==> src/rtl/shift_add_multiplier.sv <==
// shift_add_multiplier -- unsigned 8x8 -> 16-bit sequential multiplier (MULTU path).
// One eightbit_adder is reused over 8 shift-add steps. The result feeds the
// HI/LO registers downstream. Only one operation is in flight at a time.
//
// Ports:
//   clk           in   rising-edge clock
//   rst           in   asynchronous, active-high reset
//   start         in   request, sampled only while idle
//   multiplicand  in   operand M, captured on the accepted start edge
//   multiplier    in   operand Q, captured on the accepted start edge
//   busy          out  high whenever the FSM is not idle
//   done          out  one-cycle pulse; product is valid in the same cycle
//   product       out  {HI, LO} of M*Q, held until the next done

// eightbit_adder -- 8-bit ripple adder with carry in/out.
// Ports: in_1, in_2 (addends), c_in (carry in), sum, c_out (carry out).
module eightbit_adder (
   input  logic [7:0] in_1,
   input  logic [7:0] in_2,
   input  logic       c_in,
   output logic [7:0] sum,
   output logic       c_out
);
   assign {c_out, sum} = {1'b0, in_1} + {1'b0, in_2} + {8'b0, c_in};
endmodule

module shift_add_multiplier #(
   parameter int WIDTH = 8
) (
   input  logic                 clk,
   input  logic                 rst,
   input  logic                 start,
   input  logic [WIDTH-1:0]     multiplicand,
   input  logic [WIDTH-1:0]     multiplier,
   output logic                 busy,
   output logic                 done,
   output logic [2*WIDTH-1:0]   product
);

   // The datapath is a single eightbit_adder, so no other width can work.
   if (WIDTH != 8) begin : g_width_check
      $error("shift_add_multiplier: WIDTH must be 8");
   end

   typedef enum logic [1:0] {
      IDLE = 2'd0,
      CALC = 2'd1,
      DONE = 2'd2
   } state_t;

   state_t           state;
   state_t           state_next;

   logic [WIDTH-1:0] a;
   logic [WIDTH-1:0] q;
   logic [WIDTH-1:0] m;
   logic [2:0]       cnt;

   logic [WIDTH-1:0] add_b;
   logic [WIDTH-1:0] sum;
   logic             c_out;
   logic [WIDTH-1:0] a_next;
   logic [WIDTH-1:0] q_next;
   logic             last_step;

   eightbit_adder u_adder (
      .in_1  (a),
      .in_2  (add_b),
      .c_in  (1'b0),
      .sum   (sum),
      .c_out (c_out)
   );

   // The carry of each step is shifted straight into A[7], and the register
   // above A is always zero after the shift, so no separate carry flop is kept.
   always_comb begin
      add_b  = q[0] ? m : '0;
      a_next = '0;
      q_next = '0;
      if (q[0]) begin
         a_next = {c_out, sum[WIDTH-1:1]};
         q_next = {sum[0], q[WIDTH-1:1]};
      end else begin
         a_next = {1'b0, a[WIDTH-1:1]};
         q_next = {a[0], q[WIDTH-1:1]};
      end
   end

   assign last_step = (cnt == 3'd7);

   always_comb begin
      state_next = state;
      busy       = 1'b0;
      done       = 1'b0;
      case (state)
         IDLE: begin
            if (start) state_next = CALC;
         end
         CALC: begin
            busy = 1'b1;
            if (last_step) state_next = DONE;
         end
         DONE: begin
            busy       = 1'b1;
            done       = 1'b1;
            state_next = IDLE;
         end
         default: state_next = IDLE;
      endcase
   end

   always_ff @(posedge clk or posedge rst) begin
      if (rst) state <= IDLE;
      else     state <= state_next;
   end

   always_ff @(posedge clk or posedge rst) begin
      if (rst) begin
         a       <= '0;
         q       <= '0;
         m       <= '0;
         cnt     <= '0;
         product <= '0;
      end else begin
         case (state)
            IDLE: begin
               if (start) begin
                  m   <= multiplicand;
                  q   <= multiplier;
                  a   <= '0;
                  cnt <= '0;
               end
            end
            CALC: begin
               a   <= a_next;
               q   <= q_next;
               cnt <= cnt + 3'd1;
               if (last_step) product <= {a_next, q_next};
            end
            default: ;
         endcase
      end
   end

endmodule

==> config.mk <==
export PLATFORM = sky130hd
export DESIGN_NAME = shift_add_multiplier
export DESIGN_NICKNAME = d
export VERILOG_FILES = /design/src/rtl/shift_add_multiplier.sv
export SDC_FILE = /design/constraint.sdc
export NUM_CORES = 1
export LEC_CHECK = 0
export CORE_ASPECT_RATIO = 0.6
export CORE_UTILIZATION = 35
export CTS_BUF_LIST = sky130_fd_sc_hd__clkbuf_8
export DETAILED_ROUTE_END_ITERATION = 8
export HOLD_SLACK_MARGIN = 0.12
export PLACE_DENSITY = 0.58
export RECOVER_POWER = 25
export SLEW_MARGIN = 15
export SYNTH_ARGS = -nofsm -noshare
export SYNTH_HDL_FRONTEND = slang
export SYNTH_SLANG_ARGS = --single-unit
==> constraint.sdc <==
create_clock -name clk -period 2.8 [get_ports clk]
set_input_delay 0.56 -clock clk [delete_from_list [all_inputs] [get_ports clk]]
set_output_delay 0.56 -clock clk [all_outputs]
set_load 0.1 [all_outputs]
# Word level (Yosys, flattened, before mapping)
# Cells that the tools add are included.
# word_totals
ff_bits	45
latch_bits	0
ramBits	0
romBits	0
in_bits	19
memories	0
# op_classes
n_addsub	2
multipliers	0
n_div	0
order_cmp	0
eq_ne	5
n_shift	0
n_mux	14
bitwise	0
reduce_logical	7
# op_table
op	count
two-way mux 8 bit	5
one-hot mux 8 bit (2 select lines)	2
adder 8 x 8 -> 9 bit	1
AND reduction 2 bit	4
one-hot mux 3 bit (2 select lines)	1
two-way mux 2 bit	2
!= test 2 bit (second input constant)	2
one-hot mux 2 bit (2 select lines)	1
adder 3 x 1 -> 3 bit (second input constant)	1
equality test 3 bit (second input constant)	1
two-way mux 3 bit	1
equality test 2 x 1 -> 1 bit (second input constant)	1
equality test 2 bit (second input constant)	1
zero test 2 bit	1
two-way mux 1 bit	2
nonzero test 2 bit	1
OR reduction 2 bit	1

# Longest topological paths before layout
# Gate-level depths: netlist (run 1).
# depth
ltp_word	4
depth_mapped	10
mapped_depth_nobuf	8

# Cells and area by module
# A second synthesis (run 1) with hierarchy kept.
# hier_totals
hier_cells	208
area_unflattened_um2	2328.5
# modules_own_cells
module	n_inst	cells_each	area_per_inst_um2
shift_add_multiplier	1	168	1996.9
eightbit_adder	1	40	331.6

# Worst setup path before layout (run 1)
# No wires, ideal clock.
# synth_path
kind	register to register
startpoint	register q[0]
endpoint	register product[13]
arrival_ns	2.276
t_required_ns	2.674
slack_ns	0.399
stages_incl_launch_ff	11
path_buffers	2
synth_period_minus_slack_ns	2.401
path_cell_list	dfrtp_1 -> buf_6 -> clkbuf_1 -> and2_1 -> ha_1 -> fa_1 -> a21oi_2 -> o21ai_1 -> a211oi_1 -> o31ai_1 -> mux2_2
# synth_between
elab_chain_len	3
# synth_lines
item	line_no	source
start: declaration	55	logic [WIDTH-1:0] q;
start signal: assignment	129	q <= multiplier;
start signal: assignment	136	q <= q_next;
two-way mux 8 bit	77	add_b = q[0] ? m : '0;
adder 8 x 8 -> 9 bit	24	assign {c_out, sum} = {1'b0, in_1} + {1'b0, in_2} + {8'b0, c_in};
two-way mux 8 bit *	80	if (q[0]) begin
end signal: assignment	138	if (last_step) product <= {a_next, q_next};
end: declaration	37	output logic [2*WIDTH-1:0] product
# Mark *: on every way between the ends. The rest lies on a longest branch, timed or not.
# A chain may end at the register's enable or synchronous reset.

# Worst setup path after layout (run 1)
# Ends and elaborated chain as after synthesis.

==> metrics.sh, run 1 <==
POST-ROUTE-UTIL_PCT=44.6
SLEW_VIOLS_FINAL=0
GRT-OVFL-TOTAL=0
GRT_ANTENNA_BEFORE_REPAIR=0
SYNTH_SEQ_CELLS=45
WORSTPATHMAXFANOUT=5
FINAL_PERIOD_MINUS_WORST_SETUP_SLACK_PS=2350
LAYOUT.NETS=282
DIEHEIGHT_UM=64.5
CRIT_TYPE='reg -> reg'
SEQUENTIAL_CELL_AREA_MM2=0.00113
COUNT_OF_FILLER_CELLS_INSERTED_IN_THE_LAYOUT=609
PROPORTION_OF_SYNTHESIZED_FLIP_FLOPS_HAVING_ASYNCHRONOUS_SET_OR_RESET_PCT=100
DRT.ANTENNA.VIOLATING_NETS=0
SYNTH_EDF_COUNT=0
GRT_SETUP_UNREPAIRED='false'
GLOBALPLACE.CONGESTION=0.835
RUN_STATUS='complete, no violations'
VDD_DROP_MAX_uV=746
INITIALDRTVIOLATIONCOUNT=27
CLOCK_SKEW_PS=9.05
DETAIL_ROUTE.DRC_VIOLATIONS=0
SETUP_VIOL_COUNT_FINAL=0
SYN-NUM-NETS=239
HP-CLASS='reg -> reg'
GRT_MAX_DEGREE=46
DETAILROUTE.VIA_COUNT=1634
SETUP_TOTAL_NEGATIVE_SLACK_PS=0
CLOCK_INSERTION_DELAY_WORST_SKEW_PS=290
CLKSLEWWORSTSETUPHOLDPATHS_PS=80
TIMING.MAX_SLEW.REL_SLACK_PCT=24.3
SYN-MEAN-INSTANCE-AREA_UM2=11.1
CRITICAL_PATH_CAPTURE_POINT_TYPE='flop'
SYNTH_TOP_CELL_BY_AREA='sky130_fd_sc_hd__dfrtp_1'
YS_TOP_CELLS_BY_COUNT='sky130_fd_sc_hd__dfrtp_1 (45), sky130_fd_sc_hd__nand2_1 (29), sky130_fd_sc_hd__o21ai_0 (25)'
P_PER_AREA_mW_PER_MM2=1160
FLOORPLAN.DIE_AREA_MM2=0.00685
PLACEABLECOREAREA_MM2=0.00619
GRT_UTIL_ALL_LAYERS_PCT=15.5
MAX_FREQ_MHz=426
FLOORPLAN.DIE.WIDTH_UM=106
MOST_USED_FLIP_FLOP_CELL_AFTER_SYNTHESIS='sky130_fd_sc_hd__dfrtp_1'
TIGHTESTPINTRANSITION_PS=1140
CTS.SINKS=45
POST_CTS.REPAIR.SETUP_BUFFERS=0
CTS_INSERTED_BUFFERS=5
MULTI_INPUT_AREA_MM2=0.00106
VIASPERCELL=4.92
ANTENNA_CELLS_INSERTED=0
DRIVE_GT1_SHARE_PCT=21.0
CRITPATHLAUNCHTYPE='flop'
FLOORPLAN.INITIALDENSITY_PCT=36.8
WORSTPATHARRIVAL_PS=2530
TOTAL_LEAKAGE_POWER_nW=1.33
TOTALWIRELENGTH_UM=4670
SYNTH_AREA_MM2=0.00228
CLOCK_TREE.HTREE_LEVEL_COUNT=2
CTS.PATH.MAX_BUFFERS=2
SYNTH_CELL_TYPES=36
REQUIRED_PS=2990
GRT_PASS1_WL_UM=8070
TOP_PORTS=37
WL_PER_CELL_UM=14.1
FLOW.AREA_GROWTH_FROM_SYNTHESIS_PCT=21.2
HOLD_VIOLATIONS_FINAL=0
SYNTH_LARGEST_TYPE_AREA_FRACTION_PCT=49.4
PORTION_OF_THE_POST_SYNTHESIS_AREA_USED_BY_SEQUENTIAL_ELEMENTS_PCT=49.4
CELL_WITH_THE_MOST_INSTANCES_AFTER_SYNTHESIS='sky130_fd_sc_hd__dfrtp_1'
SYNTHESIS.INSTANCES=206
GRT_PASS1_VIAS=1570
PORT-BUFFER-COUNT=36
CTS_TREE='built'
CTSRESIZECOUNT=0
CLOCKROOTBUFFER='sky130_fd_sc_hd__clkbuf_8'
POST_CTS_HOLD_BUFFER_COUNT=0
DP_HPWL_UM=3490
SYNTH.TOP_CELLS.BY_AREA='sky130_fd_sc_hd__dfrtp_1 (49%), sky130_fd_sc_hd__mux2_2 (7.9%), sky130_fd_sc_hd__ha_1 (7.1%)'
MAX_CAP_VIOLS=0
FINALPOWER_mW=3.19
DRT_PRE_ANTENNA_ITERS=4
YS_WARN_COUNT=0
FINALCRITPERIODSHARE_PCT=83.8
CORE.ROWCOUNT=22
-- worst max-delay path, cell delays in order (launching register included) --
cell                       delay (ps)
sky130_fd_sc_hd__dfrtp_1          420
sky130_fd_sc_hd__and2_1           170
sky130_fd_sc_hd__ha_1             220
sky130_fd_sc_hd__fa_1             430
sky130_fd_sc_hd__a21oi_2          210
sky130_fd_sc_hd__o21ai_1          130
sky130_fd_sc_hd__a211oi_1         260
sky130_fd_sc_hd__o31ai_1          130
sky130_fd_sc_hd__mux2_2           270
-- final cells by class --
cell class                      instances  area share (%)
Sequential cell                        45            40.8
Multi-Input combinational cell        146            38.5
Timing Repair Buffer                   43            13.2
Tap cell                               84            3.80
Clock buffer                            5            2.49
Inverter                                8            1.09
Clock inverter                          1           0.181
-- path summary, 6_finish.rpt --
path,start,end,slack (ps),cells after the start
setup reg to reg,q[0]$_DFFE_PP0P_,product[13]$_DFFE_PP0P_,450,8
max in group asynchronous,rst,product[15]$_DFFE_PP0P_,1040,3
min in group asynchronous,rst,product[1]$_DFFE_PP0P_,1070,3
hold reg to reg,product[11]$_DFFE_PP0P_,product[11]$_DFFE_PP0P_,490,2
hold / removal,product[11]$_DFFE_PP0P_,product[11]$_DFFE_PP0P_,490,2
setup / recovery,q[0]$_DFFE_PP0P_,product[13]$_DFFE_PP0P_,450,8
-- flip-flops by register name, indices dropped and copies added (netlist names) --
signal and count:
state 2, q 8, a 8, cnt 3
product 16, m 8
-- metal layers --
layer  GRT usage [%]  up-vias  wire length (um)
li1                -      807                 -
met1            23.8      785              2700
met2            20.2       31              1700
met3            4.33       11               188
met4            5.03        0                77
met5               0        -                 0
-- power by group --
part           switching (mW)  leakage (nW)  total, mW  internal, mW
registers               0.157         0.587       1.05         0.893
clock network           0.209        0.0399      0.374         0.165
logic                    1.20         0.708       1.77         0.567
-- logic make-up (layout without fill, tap and decap cells) --
| kind of cell | after synthesis | in the layout | synth area share [%] |
|---|---|---|---|
| AOI/OAI and AO/OA | 54 | 54 | 14.7 |
| and+or+nand+nor | 46 | 46 | 9.17 |
| DFF | 45 | 45 | 49.4 |
| muxes | 28 | 28 | 13.2 |
| buffers and inverters | 15 | 57 | 4.01 |
| adders and majority gates | 14 | 14 | 8.01 |
| xor gates and xnor gates | 4 | 4 | 1.54 |
-- metrics by stage --
stage	area, um^2	instances	hold slack (ps)	worst slack (ps)
global route	2760	332	522	296
CTS	2770	332	494	469
global placement	2690	326	467	515
detailed placement	2690	326	476	508
finish	2760	332	486	454
floorplan	2280	206	467	399
-- cell usage in the layout, fill, tap and decap left out, types with 2 or more instances in the layout --
master and instances:
sky130_fd_sc_hd__dfrtp_1 45, sky130_fd_sc_hd__nand2_1 29, sky130_fd_sc_hd__o21ai_0 25, sky130_fd_sc_hd__buf_4 24, sky130_fd_sc_hd__clkdlybuf4s50_1 17, sky130_fd_sc_hd__mux2_2 16, sky130_fd_sc_hd__ha_1 13, sky130_fd_sc_hd__mux2i_1 12
sky130_fd_sc_hd__and2_1 9, sky130_fd_sc_hd__a21oi_1 9, sky130_fd_sc_hd__inv_1 7, sky130_fd_sc_hd__clkbuf_8 5, sky130_fd_sc_hd__a22o_1 3, sky130_fd_sc_hd__o31ai_1 3, sky130_fd_sc_hd__nand2b_1 2, sky130_fd_sc_hd__nor2_1 2
sky130_fd_sc_hd__xnor2_1 2, sky130_fd_sc_hd__a21oi_2 2, sky130_fd_sc_hd__xor2_1 2, sky130_fd_sc_hd__o211ai_1 2
No activity file was read; power rests on OpenSTA's default activity.
==> run 2: changes to the inputs <==
--- a/config.mk
+++ b/config.mk
@@ -10,7 +10,7 @@
 export CTS_BUF_LIST = sky130_fd_sc_hd__clkbuf_8
 export DETAILED_ROUTE_END_ITERATION = 8
 export HOLD_SLACK_MARGIN = 0.12
-export PLACE_DENSITY = 0.58
+export PLACE_DENSITY = 0.6
 export RECOVER_POWER = 25
 export SLEW_MARGIN = 15
 export SYNTH_ARGS = -nofsm -noshare
==> constraint.sdc (replaced) <==
create_clock -name clk -period 2.1 [get_ports clk]
set_input_delay 0.42 -clock clk [delete_from_list [all_inputs] [get_ports clk]]
set_output_delay 0.42 -clock clk [all_outputs]
set_load 0.1 [all_outputs]
==> metrics.sh, run 2 (synthesized netlist as in run 1, its figures left out) <==
DP_HPWL_UM=3480  # -0.33%
CTS.SINKS=45  # unchanged
DETAILROUTE.VIA_COUNT=1618  # -0.98%
GRT_PASS1_WL_UM=7850  # -2.7%
DRIVE_GT1_SHARE_PCT=28.0  # +7.0 points
WORSTPATHMAXFANOUT=7  # +2
LAYOUT.NETS=291  # +3.2%
REQUIRED_PS=2270  # -720 ps
DETAILEDPLACE.WORSTSLACK_PS=-11.1  # -519 ps
TOP_PORTS=37  # unchanged
CRITICAL_PATH.MAX_STAGE_DELAY_PS=440  # about the same
CLOCK_SKEW_PS=6.79  # -2.26 ps
FINAL_PERIOD_MINUS_WORST_SETUP_SLACK_PS=2060  # -285 ps
DPL.CELL_COUNT=334  # +2.5%
FLOORPLAN.DIE.WIDTH_UM=106  # unchanged
TOTALWIRELENGTH_UM=4680  # +0.15%
WORSTPATHARRIVAL_PS=2230  # -300 ps
MAX_FREQ_MHz=485  # +14%
VIASPERCELL=4.74  # -3.6%
HP-CLASS='reg -> reg'
CLOCK_TREE.HTREE_LEVEL_COUNT=2  # unchanged
TIMING.MAX_SLEW.REL_SLACK_PCT=26.2  # +1.9 points
MAX_FLOP_REGISTER='product'
WL_PER_CELL_UM=13.7  # -2.5%
P_PER_AREA_mW_PER_MM2=1530  # +33%
CRITICAL_PATH_CAPTURE_POINT_TYPE='flop'
CLOCKROOTBUFFER='sky130_fd_sc_hd__clkbuf_8'
RUN_STATUS='complete, no violations'
SEQUENTIAL_CELL_AREA_MM2=0.00113  # +0.11%
SLEW_VIOLS_FINAL=0  # unchanged
HOLD_VIOLATIONS_FINAL=0  # unchanged
DRT_PRE_ANTENNA_ITERS=4  # unchanged
CTS.PATH.MAX_BUFFERS=2  # unchanged
GRT_ANTENNA_BEFORE_REPAIR=0  # unchanged
CRIT_TYPE='reg -> reg'
FLOW.AREA_GROWTH_FROM_SYNTHESIS_PCT=28.2
SETUP_VIOL_COUNT_FINAL=0  # unchanged
DRT.ANTENNA.VIOLATING_NETS=0  # unchanged
GRT-OVFL-TOTAL=0  # unchanged
LAYOUT_COMMON_CELLS='sky130_fd_sc_hd__dfrtp_1 (44), sky130_fd_sc_hd__buf_4 (31), sky130_fd_sc_hd__nand2_1 (29)'
SETUP_TOTAL_NEGATIVE_SLACK_PS=0  # unchanged
FLOORPLAN.INITIALDENSITY_PCT=36.8  # unchanged
DIEHEIGHT_UM=64.5  # unchanged
GRT_UTIL_ALL_LAYERS_PCT=14.9  # -0.56 points
DETAIL_ROUTE.DRC_VIOLATIONS=0  # unchanged
CTS_INSERTED_BUFFERS=5  # unchanged
VDD_DROP_MAX_uV=944  # +27%
CRIT_CHAIN='and2_4, ha_4, fa_2, a21oi_4, o21ai_2, a211o_1, a21oi_2, o31ai_1'
CTS_TREE='built'
CORE.ROWCOUNT=22  # unchanged
CRITPATHLAUNCHTYPE='flop'
MAX_CAP_VIOLS=0  # unchanged
TOTAL_LEAKAGE_POWER_nW=1.39  # +4.3%
FLOORPLAN.DIE_AREA_MM2=0.00685  # unchanged
GLOBALPLACE.CONGESTION=0.804  # -3.7%
INITIALDRTVIOLATIONCOUNT=34  # +26%
LAYOUT.CELLS.MOST_COMMON='sky130_fd_sc_hd__dfrtp_1'
LARGEST_REGISTER_FFS=16  # unchanged
FINAL-INSTANCE-COUNT-EXCL-FILL=341  # +2.7%
GRT_MAX_DEGREE=46  # unchanged
CP_MAX_DELAY_CELL='sky130_fd_sc_hd__dfrtp_2'
PLACEABLECOREAREA_MM2=0.00619  # unchanged
CLKSLEWWORSTSETUPHOLDPATHS_PS=80  # about the same
MULTI_INPUT_AREA_MM2=0.00113  # +6.2%
ANTENNA_CELLS_INSERTED=0  # unchanged
POST_DP_CELL_AREA_MM2=0.00282  # +4.9%
FINAL.HOLD.WORST_SLACK_PS=485  # -1.79 ps
CLOCK_INSERTION_DELAY_WORST_SKEW_PS=290  # about the same
COUNT_OF_FILLER_CELLS_INSERTED_IN_THE_LAYOUT=607  # -0.33%
SETUP_WS_PS=38.8  # -415 ps
POST_CTS_HOLD_BUFFER_COUNT=0  # unchanged
PORT-BUFFER-COUNT=36  # unchanged
GRT_PASS1_VIAS=1585  # +0.96%
TIGHTESTPINTRANSITION_PS=1110  # -28.1 ps
FINALCRITPERIODSHARE_PCT=98.2  # +14 points
POST-ROUTE-CELL-AREA_MM2=0.00292  # +5.8%
GRT_SETUP_UNREPAIRED='true'
==> run 2: cell types whose count changed in the layout (fill, tap and decap cells not counted), sizes merged <==
cell,before,now
buf,24,33
==> run 2: worst max-delay path: cells and delay by family (launching register included) <==
family                     cells  cell delay, ps
AOI/OAI and AO/OA              5             800
adders and majority gates      2             550
and+or+nand+nor                1             150
DFF                            1             440
==> run 2: routing by layer <==
metal	global-route usage, %	wire length (um)
met5	0	0
met4	3.13	29
met3	3.82	193
met2	20.6	1870
met1	22.9	2590
==> run 2: per-stage QoR <==
step	utilization [%]	total power, mW
floorplan	-	3.32
global placement	45.6	3.95
detailed placement	45.6	3.98
CTS	46.9	4.50
global route	47.2	4.79
finish	47.2	4.49
==> run 2: final timing paths <==
kind | to | depth (start not counted) | from | slack [ps]
max in group asynchronous | q[0]$_DFFE_PP0P_ | 3 | rst | 430
min reg2reg | product[8]$_DFFE_PP0P_ | 2 | product[8]$_DFFE_PP0P_ | 480
max reg2reg | product[15]$_DFFE_PP0P_ | 8 | q[0]$_DFFE_PP0P_ | 40
max | product[15]$_DFFE_PP0P_ | 8 | q[0]$_DFFE_PP0P_ | 40
min in group asynchronous | product[2]$_DFFE_PP0P_ | 3 | rst | 930
min | product[8]$_DFFE_PP0P_ | 2 | product[8]$_DFFE_PP0P_ | 480
==> run 2: final cells by class <==
cell class                 count  area share [%]
clock buffer                   5            2.35
clock inverter                 1           0.171
inverter                       8            1.03
multi-input combinational    146            38.6
sequential                    45            38.6
tap                           84            3.60
timing repair buffer          52            15.7
==> run 2: power breakdown <==
part	switching (mW)	internal [mW]
clock network	0.272	0.219
registers	0.211	1.19
logic	1.68	0.911
total	2.16	2.32
==> run 2: timing repair <==
item | 4_1_cts | 5_1_grt
endpoints found under the setup margin | 4 | 8
buffers inserted | 0 | 1
resized for setup | 1 | 4
pin swaps | 1 | 8
==> run 3: changes to the inputs <==
--- a/config.mk
+++ b/config.mk
@@ -6,11 +6,11 @@
 export NUM_CORES = 1
 export LEC_CHECK = 0
 export CORE_ASPECT_RATIO = 0.6
-export CORE_UTILIZATION = 35
+export CORE_UTILIZATION = 29
 export CTS_BUF_LIST = sky130_fd_sc_hd__clkbuf_8
 export DETAILED_ROUTE_END_ITERATION = 8
 export HOLD_SLACK_MARGIN = 0.12
-export PLACE_DENSITY = 0.6
+export PLACE_DENSITY = 0.52
 export RECOVER_POWER = 25
 export SLEW_MARGIN = 15
 export SYNTH_ARGS = -nofsm -noshare
==> metrics.sh, run 3 (synthesized netlist as in run 1, its figures left out) <==
VIASPERCELL=4.46  # -5.9%
GRT-OVFL-TOTAL=0  # unchanged
LARGEST_REGISTER_FFS=16  # unchanged
TIGHTESTPINTRANSITION_PS=1110  # +5.58 ps
DIEHEIGHT_UM=70.7  # +9.5%
CRIT_CHAIN='and2_4, ha_4, fa_2, a21oi_4, o21ai_2, a211oi_2, o31ai_2, mux2_4'
VDD_DROP_MAX_uV=1010  # +6.9%
MAX_FREQ_MHz=480  # -1.1%
TOP_PORTS=37  # unchanged
DETAIL_ROUTE.DRC_VIOLATIONS=0  # unchanged
GRT_PASS1_WL_UM=7890  # +0.61%
CLOCK_TREE.HTREE_LEVEL_COUNT=2  # unchanged
MAX_CAP_VIOLS=0  # unchanged
DRT_PRE_ANTENNA_ITERS=4  # unchanged
P_PER_AREA_mW_PER_MM2=1560  # +1.4%
MIN_DELAY_PATH_DEPTH=2  # unchanged
CRITICAL_PATH.MAX_STAGE_DELAY_PS=450  # about the same
HP-START='product[7]$_DFFE_PP0P_'
DETAILEDPLACE.WORSTSLACK_PS=-64.6  # -53.6 ps
CLKSLEWWORSTSETUPHOLDPATHS_PS=80  # about the same
HOLD_PATH_ENDPOINT='product[7]$_DFFE_PP0P_'
CTS.SINKS=45  # unchanged
FLOORPLAN.DIE_AREA_MM2=0.00823  # +20%
FINALCRITPERIODSHARE_PCT=99.2  # +1.1 points
POWER.INTERNAL_mW=2.53  # +9.1%
CLOCK_SKEW_PS=5.40  # -1.38 ps
REG2REG_SLACK_PS=20  # -20 ps
FINALPOWER_mW=4.73  # +5.4%
PWR-SHARE-SEQ_PCT=29.7  # -1.6 points
GLOBALPLACE.CONGESTION=0.733  # -8.8%
SETUP_TOTAL_NEGATIVE_SLACK_PS=0  # unchanged
CRIT_PATH_START='q[0]$_DFFE_PP0P_'
TOTALWIRELENGTH_UM=4790  # +2.3%
ANTENNA_CELLS_INSERTED=0  # unchanged
LAYOUT.CELLS.MOST_COMMON='sky130_fd_sc_hd__dfrtp_1'
RUN_STATUS='complete, no violations'
FLOORPLAN.DIE.WIDTH_UM=116  # +9.7%
TIMING.CRITICAL_PATH.BUF_INV=0  # unchanged
DPL.CELL_COUNT=352  # +5.4%
SWITCHING_SHARE_PCT=46.4  # -1.8 points
FINAL-INSTANCE-COUNT-EXCL-FILL=361  # +5.9%
NET-SWITCHING-POWER_mW=2.19  # +1.5%
WORSTPATHARRIVAL_PS=2280  # +50 ps
POST-ROUTE-UTIL_PCT=40.8  # -6.4 points
GRT_ANTENNA_BEFORE_REPAIR=0  # unchanged
FLOW.AREA_GROWTH_FROM_SYNTHESIS_PCT=33.3
CTS_INSERTED_BUFFERS=5  # unchanged
PORT-BUFFER-COUNT=36  # unchanged
SLEW_VIOLS_FINAL=0  # unchanged
TIMING.MAX_SLEW.REL_SLACK_PCT=25.8  # -0.37 points
CTS.PATH.MAX_BUFFERS=2  # unchanged
LAYOUT_COMMON_CELLS='sky130_fd_sc_hd__dfrtp_1 (44), sky130_fd_sc_hd__nand2_1 (29), sky130_fd_sc_hd__buf_4 (28)'
GRT_PASS1_VIAS=1617  # +2.0%
HP-CLASS='reg -> reg'
CTS_TREE='built'
REGTOREGSTARTPOINT='q[0]$_DFFE_PP0P_'
GRT_MAX_DEGREE=46  # unchanged
CRITPATHLAUNCHTYPE='flop'
GRT_UTIL_ALL_LAYERS_PCT=12.9  # -2.0 points
FLOORPLAN.INITIALDENSITY_PCT=30.6  # -6.2 points
FF2FF_PATH_DEPTH=8  # unchanged
CORE.ROWCOUNT=24  # +9.1%
SETUP_WS_PS=16.6  # -22.2 ps
SETUP_VIOL_COUNT_FINAL=0  # unchanged
CLOCKROOTBUFFER='sky130_fd_sc_hd__clkbuf_8'
GRT_SETUP_UNREPAIRED='true'
CRITICAL_PATH_CAPTURE_POINT_TYPE='flop'
CRIT_FAMILY='compound AO/OA/AOI/OAI gates'
CRIT_TYPE='reg -> reg'
SHARE_CLK_OF_TOTAL_POWER_PCT=14.5  # +3.5 points
DRT.ANTENNA.VIOLATING_NETS=0  # unchanged
POST_CTS_HOLD_BUFFER_COUNT=0  # unchanged
LAYOUT.NETS=289  # -0.69%
DETAILROUTE.VIA_COUNT=1611  # -0.43%
TOTAL_LEAKAGE_POWER_nW=1.41  # +1.4%
DRIVE_GT1_SHARE_PCT=29.2  # +1.2 points
CP_MAX_DELAY_CELL='sky130_fd_sc_hd__dfrtp_2'
COMB_POWER_SHARE_PCT=55.8  # -2.0 points
REQUIRED_PS=2290  # +20 ps
INITIALDRTVIOLATIONCOUNT=61  # +79%
FINAL_PERIOD_MINUS_WORST_SETUP_SLACK_PS=2080  # +22.2 ps
HOLD_VIOLATIONS_FINAL=0  # unchanged
CLOCK_INSERTION_DELAY_WORST_SKEW_PS=310  # +20 ps
DP_HPWL_UM=3550  # +2.0%
END_OF_THE_WORST_REGISTER_TO_REGISTER_PATH='product[13]$_DFFE_PP0P_'
WORST-PATH-STAGES=8  # unchanged
PLACEABLECOREAREA_MM2=0.00745  # +20%
WORSTPATHMAXFANOUT=7  # unchanged
MAX_FLOP_REGISTER='product'
WL_PER_CELL_UM=13.3  # -3.4%
==> run 3: changes by cell type in the layout (fill, tap and decap cells not counted), moves of 2 or more <==
cell / change
sky130_fd_sc_hd__ha_4: +2
sky130_fd_sc_hd__o21ai_0: -2
sky130_fd_sc_hd__buf_4: -3
sky130_fd_sc_hd__ha_1: -3
sky130_fd_sc_hd__o21ai_1: +2
==> run 3: power by group through the flow <==
| stage | sequential (mW) | combinational, mW | clock, mW |
|---|---|---|---|
| floorplan | 2.06 | 1.26 | 0 |
| global placement | 1.42 | 2.54 | 0 |
| detailed placement | 1.42 | 2.56 | 0 |
| CTS | 1.41 | 2.59 | 0.715 |
| global route | 1.46 | 2.85 | 0.744 |
| finish | 1.41 | 2.64 | 0.684 |
==> run 3: area by class of cell <==
| type | instances | area (um^2) |
|---|---|---|
| clock buffers | 6 | 82.6 |
| clock inverters | 2 | 33.8 |
| fillers | 753 | 4410 |
| inverters | 8 | 30.0 |
| multi-input cells | 146 | 1180 |
| flip-flops and latches | 45 | 1130 |
| well taps | 104 | 130 |
| repair buffers | 50 | 455 |
==> run 3: worst max-delay path by stage <==
stage | to | slack (ps)
2_1_floorplan | product[13]$_DFFE_PP0P_ | -100
3_3_place_gp | product[13]$_DFFE_PP0P_ | -20
3_5_place_dp | product[13]$_DFFE_PP0P_ | -60
4_1_cts | product[13]$_DFFE_PP0P_ | 6
5_1_grt | product[13]$_DFFE_PP0P_ | -80
6_report | product[13]$_DFFE_PP0P_ | 20
==> run 3: worst register-to-register path, cell delays in order, from the launching register on <==
cell and delay (ps):
sky130_fd_sc_hd__dfrtp_2 450, sky130_fd_sc_hd__and2_4 160, sky130_fd_sc_hd__ha_4 160, sky130_fd_sc_hd__fa_2 380, sky130_fd_sc_hd__a21oi_4 180, sky130_fd_sc_hd__o21ai_2 80, sky130_fd_sc_hd__a211oi_2 200, sky130_fd_sc_hd__o31ai_2 100
sky130_fd_sc_hd__mux2_4 270
==> run 3: routing by layer <==
metal	up-vias	part of all wire (%)	routed length, um	global-route usage [%]
met2	27	39	1870	17.0
met3	8	4.3	208	4.46
met4	0	1.7	82	5.98
met5	-	0	0	0
li1	823	-	-	-
met1	753	55	2620	18.6
==> run 3: metrics by stage <==
stage / hold WS, ps / area [um^2]
final: 483 / 3040
after global routing: 518 / 3040
after CTS: 466 / 2980
after detailed placement: 474 / 2850
after global placement: 463 / 2850
after floorplan: 467 / 2320
==> run 3: what timing repair did <==
action,CTS,global route
setup buffers,1,0
resized for setup,2,13
hold endpoints to repair,0,0
setup endpoints to repair,6,7
pin swaps,2,9
==> variant 1 (flow settings as in run 2) <==
Add an input register stage for `start`, `multiplicand` and `multiplier`, cleared by the reset; this delays them by one clock.
--- a/src/rtl/shift_add_multiplier.sv
+++ b/src/rtl/shift_add_multiplier.sv
@@ -37,4 +37,20 @@
    output logic [2*WIDTH-1:0]   product
 );
+
+   logic start_q;
+   logic [WIDTH-1:0] multiplicand_q;
+   logic [WIDTH-1:0] multiplier_q;
+
+   always_ff @(posedge clk or posedge rst) begin
+      if (rst) begin
+         start_q        <= '0;
+         multiplicand_q <= '0;
+         multiplier_q   <= '0;
+      end else begin
+         start_q        <= start;
+         multiplicand_q <= multiplicand;
+         multiplier_q   <= multiplier;
+      end
+   end
 
    // The datapath is a single eightbit_adder, so no other width can work.
@@ -95,5 +111,5 @@
       case (state)
          IDLE: begin
-            if (start) state_next = CALC;
+            if (start_q) state_next = CALC;
          end
          CALC: begin
@@ -125,7 +141,7 @@
          case (state)
             IDLE: begin
-               if (start) begin
-                  m   <= multiplicand;
-                  q   <= multiplier;
+               if (start_q) begin
+                  m   <= multiplicand_q;
+                  q   <= multiplier_q;
                   a   <= '0;
                   cnt <= '0;
Formal check against the unedited RTL: not equivalent (Yosys sat finds a counterexample within 4 cycles, from zero or initial values and one cycle with rst high).
==> variant 1 against run 2 <==
Hold slack got worse by 0.0063 ns; core utilization is 1.3 points higher; power is 19% higher; critical path type unchanged; wire length up 16%; critical endpoint is now product[11]$_DFFE_PP0P_; sequential cell count rose by 17; setup slack got worse by 0.031 ns; sequential share of layout area grew 5.1 points; final cell count is 13% higher; largest cell class is now registers; cell area is 21% higher; synthesized area increased by 17%.
==> variant 1: results (changes against run 2) <==
| Metric | Value |
|---|---|
| Met2 usage | `20.9% (+0.27 points)` |
| Clock buffer cells | `11 (+6)` |
| Post-route cell area | `3550 µm² (+21%)` |
| Outcome | `complete, no violations` |
| First-pass GRT wire length | `8.93 mm (+14%)` |
| Max VDD drop | `0.00114 V (+21%)` |
| Met1 Wirelength | `2.70 mm (+4.5%)` |
| Buffer share of cell area | `13.4% (-2.3 points)` |
| Post-CTS sizing | `9 (+8)` |
| Buffer count from post-CTS setup fixing | `3 (+3)` |
| CP max stage delay | `0.42 ns (-0.02 ns)` |
| Largest net degree at the start of global routing | `28 (-39%)` |
| Util after Layout | `48.5% (+1.3 points)` |
| CP delay by family, top | `flip-flops` |
| Clk Latency, worst-skew pair | `0.34 ns (+0.05 ns)` |
| Register area share after synthesis | `58.0% (+8.6 points)` |
| Share of layout cells above drive strength 1 | `30.4% (+2.4 points)` |
| Mapped Nets | `256 (+7.1%)` |
| Top post-synthesis cells by area | `dfrtp_1 (58%), mux2_2 (6.7%), ha_1 (6.1%)` |
| Critical path's slowest cell | `dfrtp_1` |
| Worst-path clk slew | `0.06 ns (-0.02 ns)` |
| Met3 usage | `8.04% (+4.2 points)` |
| CTS H-tree lvls | `3 (+1)` |
| Met3 wire len | `345 µm (+79%)` |
| Leakage | `0.00165 µW (+19%)` |
| Compound-cell area share of the yosys netlist | `12.5% (-2.2 points)` |
| CP endpoint | `product[11]$_DFFE_PP0P_` |
| FF/Latch Area | `1550 µm² (+38%)` |
| Multi-input combinational area share | `33.7% (-4.9 points)` |
| Post-DP HPWL | `3.90 mm (+12%)` |
| Crit-path max FO | `4 (-3)` |
| Min-delay src | `product[9]$_DFFE_PP0P_` |
| Placed cell areas | `3260 µm² (+15%)` |
| Post-synth cell types | `35 (-2.8%)` |
| Clk_skew | `0.00672 ns (-0.0000659 ns)` |
| Average wire per standard cell | `14.0 µm (+1.8%)` |
| Critical path arrival | `2.31 ns (+0.08 ns)` |
| Clock network area share | `4.72% (+2.2 points)` |
| Fillcell total | `682 (+12%)` |
| Placer Congestion | `0.812 (+1.0%)` |
-- variant 1: report_power, final --
group	leakage, µW	total, µW	internal [µW]	switching (µW)
Sequential	0.000785	1760	1540	228
Combinational	0.000771	2690	969	1720
Clock	0.0000990	901	471	430
Total	0.00165	5360	2980	2380
-- variant 1: stage by stage --
stage / hold slack, ns / std cells / setup WS [ns] / power, µW / TNS [ns]
2_1_floorplan: 0.451 / 223 / -0.117 / 3640 / -0.417
3_3_place_gp: 0.461 / 369 / -0.0409 / 4240 / -0.0552
3_5_place_dp: 0.469 / 369 / -0.107 / 4280 / -0.259
4_1_cts: 0.388 / 387 / 0.0106 / 5320 / 0
5_1_grt: 0.497 / 387 / -0.106 / 5690 / -0.543
6_report: 0.478 / 387 / 0.00763 / 5360 / 0
==> variant 2 (settings of run 2) <==
Without the edit above. Make the reset (`rst`) synchronous in 2 clocked blocks. Comments in the files are not updated.
--- a/src/rtl/shift_add_multiplier.sv
+++ b/src/rtl/shift_add_multiplier.sv
@@ -110,10 +110,10 @@
    end
 
-   always_ff @(posedge clk or posedge rst) begin
+   always_ff @(posedge clk) begin
       if (rst) state <= IDLE;
       else     state <= state_next;
    end
 
-   always_ff @(posedge clk or posedge rst) begin
+   always_ff @(posedge clk) begin
       if (rst) begin
          a       <= '0;
Function: differs if rst is asserted again (counterexample within 4 cycles, from zero or initial values and one cycle with rst high); with rst held inactive, the same outputs for 4 cycles.
==> variant 2 against run 2 <==
Non-clock buffer count is 2 lower; clock skew grew 0.0012 ns; wire length rose by 17%; cell area fell by 3.4%; sequential cell count unchanged; via count up 21%; setup slack gained 0.056 ns; synthesized area is 0.33% lower; highest routed layer unchanged.
Power is not compared: it rests on default switching activity, and its combinational part moved more than twofold at a synthesized area within 25%.
==> variant 2: results (changes against run 2) <==
| Metric | Value |
|---|---|
| RR Endpoint | `a[3]$_SDFFE_PP0P_` |
| Leakage | `0.00111 µW` |
| # diodes | `0 (unchanged)` |
| Max reg flops | `16 (unchanged)` |
| Critical path's slowest cell | `fa_2` |
| Min-delay src | `product[6]$_SDFFE_PP0P_` |
| Dpl ws | `0.0914 ns (+0.102 ns)` |
| Largest net degree at the start of global routing | `21 (-54%)` |
| Post-synth top cells | `dfxtp_1 (45), nand2_1 (36), a21oi_1 (28)` |
| Share of layout cells above drive strength 1 | `17.4% (-11 points)` |
| Post-synth cell types | `41 (+14%)` |
| Max Root-Sink Buffers | `2 (unchanged)` |
| Mapped Nets | `302 (+26%)` |
| Post-DP HPWL | `4.12 mm (+18%)` |
| R2r setup slk | `0.1 ns (+0.06 ns)` |
| Outcome | `complete, no violations` |
| Pre-antenna DRT Iters | `4 (unchanged)` |
| NetSw | `460 µW` |
| Net count reported at finish | `343 (+18%)` |
| Hold path depth | `2 (unchanged)` |
| Buffer count from post-CTS setup fixing | `0 (unchanged)` |
| Number of cells on the worst reg-to-reg path | `9 (+1)` |
| Crit-path max FO | `6 (-1)` |
| Vias/cell | `4.96 (+4.6%)` |
| Critical path arrival | `2.18 ns (-0.05 ns)` |
| Ys async rst share | `0% (-100 points)` |
| Met3 usage | `4.23% (+0.40 points)` |
| CP max stage delay | `0.37 ns (-0.07 ns)` |
| Average wire per standard cell | `13.9 µm (+0.98%)` |
| Post-synth top flop | `dfxtp_1` |
| Max VDD drop | `0.000345 V` |
| Worst Hold End | `product[6]$_SDFFE_PP0P_` |
| Fillcell total | `644 (+6.1%)` |
| CTS buffer count | `5 (unchanged)` |
| Clk_skew | `0.00801 ns (+0.00122 ns)` |
| Placer Congestion | `0.879 (+9.4%)` |
| Total Routing Usage GR | `16.6% (+1.7 points)` |
| Register area share after synthesis | `39.6% (-9.7 points)` |
| Cts hold-fix bufs | `0 (unchanged)` |
| Top post-synthesis cells by area | `dfxtp_1 (40%), ha_1 (7.2%), a21oi_1 (6.2%)` |
| Worst min path class | `reg -> reg` |
| Via count of the first global-routing pass | `1715 (+8.2%)` |
| Ys Warns | `0 (unchanged)` |
| CTS H-tree lvls | `2 (unchanged)` |
| Biggest register | `product` |
| Port Buffers | `36 (unchanged)` |
| 1st-iter DRT viols | `70 (+110%)` |
| First-pass GRT wire length | `8.74 mm (+11%)` |
| Clk Latency, worst-skew pair | `0.29 ns (about the same)` |
| Worst setup startpoint | `q[0]$_SDFFE_PP0P_` |
| Initial antenna violation count | `0 (unchanged)` |
| Clock Root Buffer | `clkbuf_8` |
| Minimum clock period | `2.00 ns (-0.0563 ns)` |
| Met1 Resource Use GR | `26.5% (+3.6 points)` |
| Worst-margin pin slew | `0.552 ns (-0.555 ns)` |
| Worst-path clk slew | `0.09 ns` |
| Met2 usage | `21.7% (+1.0 points)` |
==> variant 2: cell types whose count changed after synthesis, sizes merged, moves of 12 or more <==
cell          run 2  this run
nor2              2        24
dfxtp             0        45
nand3             0        14
dfrtp            45         0
o21ai            26        14
a21oi            11        28
mux2             16         1
==> variant 2: power by group through the flow <==
| stage | sequential, µW | combinational (µW) | clock (µW) |
|---|---|---|---|
| after floorplan | 920 | 196 | 0 |
| after global placement | 926 | 280 | 0 |
| after detailed placement | 927 | 280 | 0 |
| after CTS | 907 | 281 | 556 |
| after global routing | 913 | 308 | 597 |
| final | 907 | 280 | 538 |
==> variant 2: worst max-delay path by stage <==
stage | end | slack (ns) | depth (start not counted)
floorplan | product[11]$_SDFFE_PP0P_ | -0.01 | 11
global placement | product[11]$_SDFFE_PP0P_ | 0.14 | 9
detailed placement | a[5]$_SDFFE_PP0P_ | 0.09 | 9
CTS | product[13]$_SDFFE_PP0P_ | 0.07 | 9
global route | product[14]$_SDFFE_PP0P_ | 0.005 | 8
finish | a[3]$_SDFFE_PP0P_ | 0.1 | 9
==> variant 2: per-layer routing <==
metal	wire length [µm]	vias to the layer above	share of wire (%)
met4	38	0	0.70
met3	315	7	5.8
met2	2140	43	39
met1	2970	884	54
met5	0	-	0
li1	-	1022	-
==> variant 2: worst max-delay path, delay by kind of cell (launching register included) <==
| kind | cells | cell delay, ns |
|---|---|---|
| mux | 1 | 0.31 |
| buf+inv | 1 | 0.04 |
| compound gates | 2 | 0.16 |
| flops | 1 | 0.36 |
| simple gates | 3 | 0.50 |
| fa+ha+maj | 2 | 0.52 |
==> variant 2: final cells by class <==
type                    count  share of cell area (%)
multi-input cells         196                    45.2
flip-flops and latches     45                    32.0
well taps                  84                    3.72
repair buffers             50                    14.5
clock buffers               6                    2.93
inverters                  12                    1.60
clock inverters             1                   0.133
==> variant 2: what timing repair did <==
item                       4_1_cts  5_1_grt
setup endpoints to repair        0        5
hold endpoints to repair         0        0
gates resized for setup          0        6
==> variant 2: kinds of logic (layout without fill, tap and decap cells) <==
group	after synthesis	in the layout	synth area share, %
adder cells (fa/ha/maj)	14	14	8.04
multiplexers	12	12	5.34
AO/OA/AOI/OAI	73	73	20.7
AND/OR/NAND/NOR	94	94	18.8
XOR/XNOR	3	3	1.16
buffers and inverters	28	69	6.33
flip-flops	45	45	39.6
==> variant 2: stage by stage <==
step	TNS, ns	hold WS, ns	std cells	cell area, µm²	util, %
after floorplan	-0.0126	0.432	269	2310	-
after global placement	0	0.443	387	2750	44.4
after detailed placement	0	0.447	387	2750	44.4
final	0	0.456	394	2820	45.6
after CTS	0	0.459	394	2840	45.8
after global routing	0	0.484	394	2820	45.6
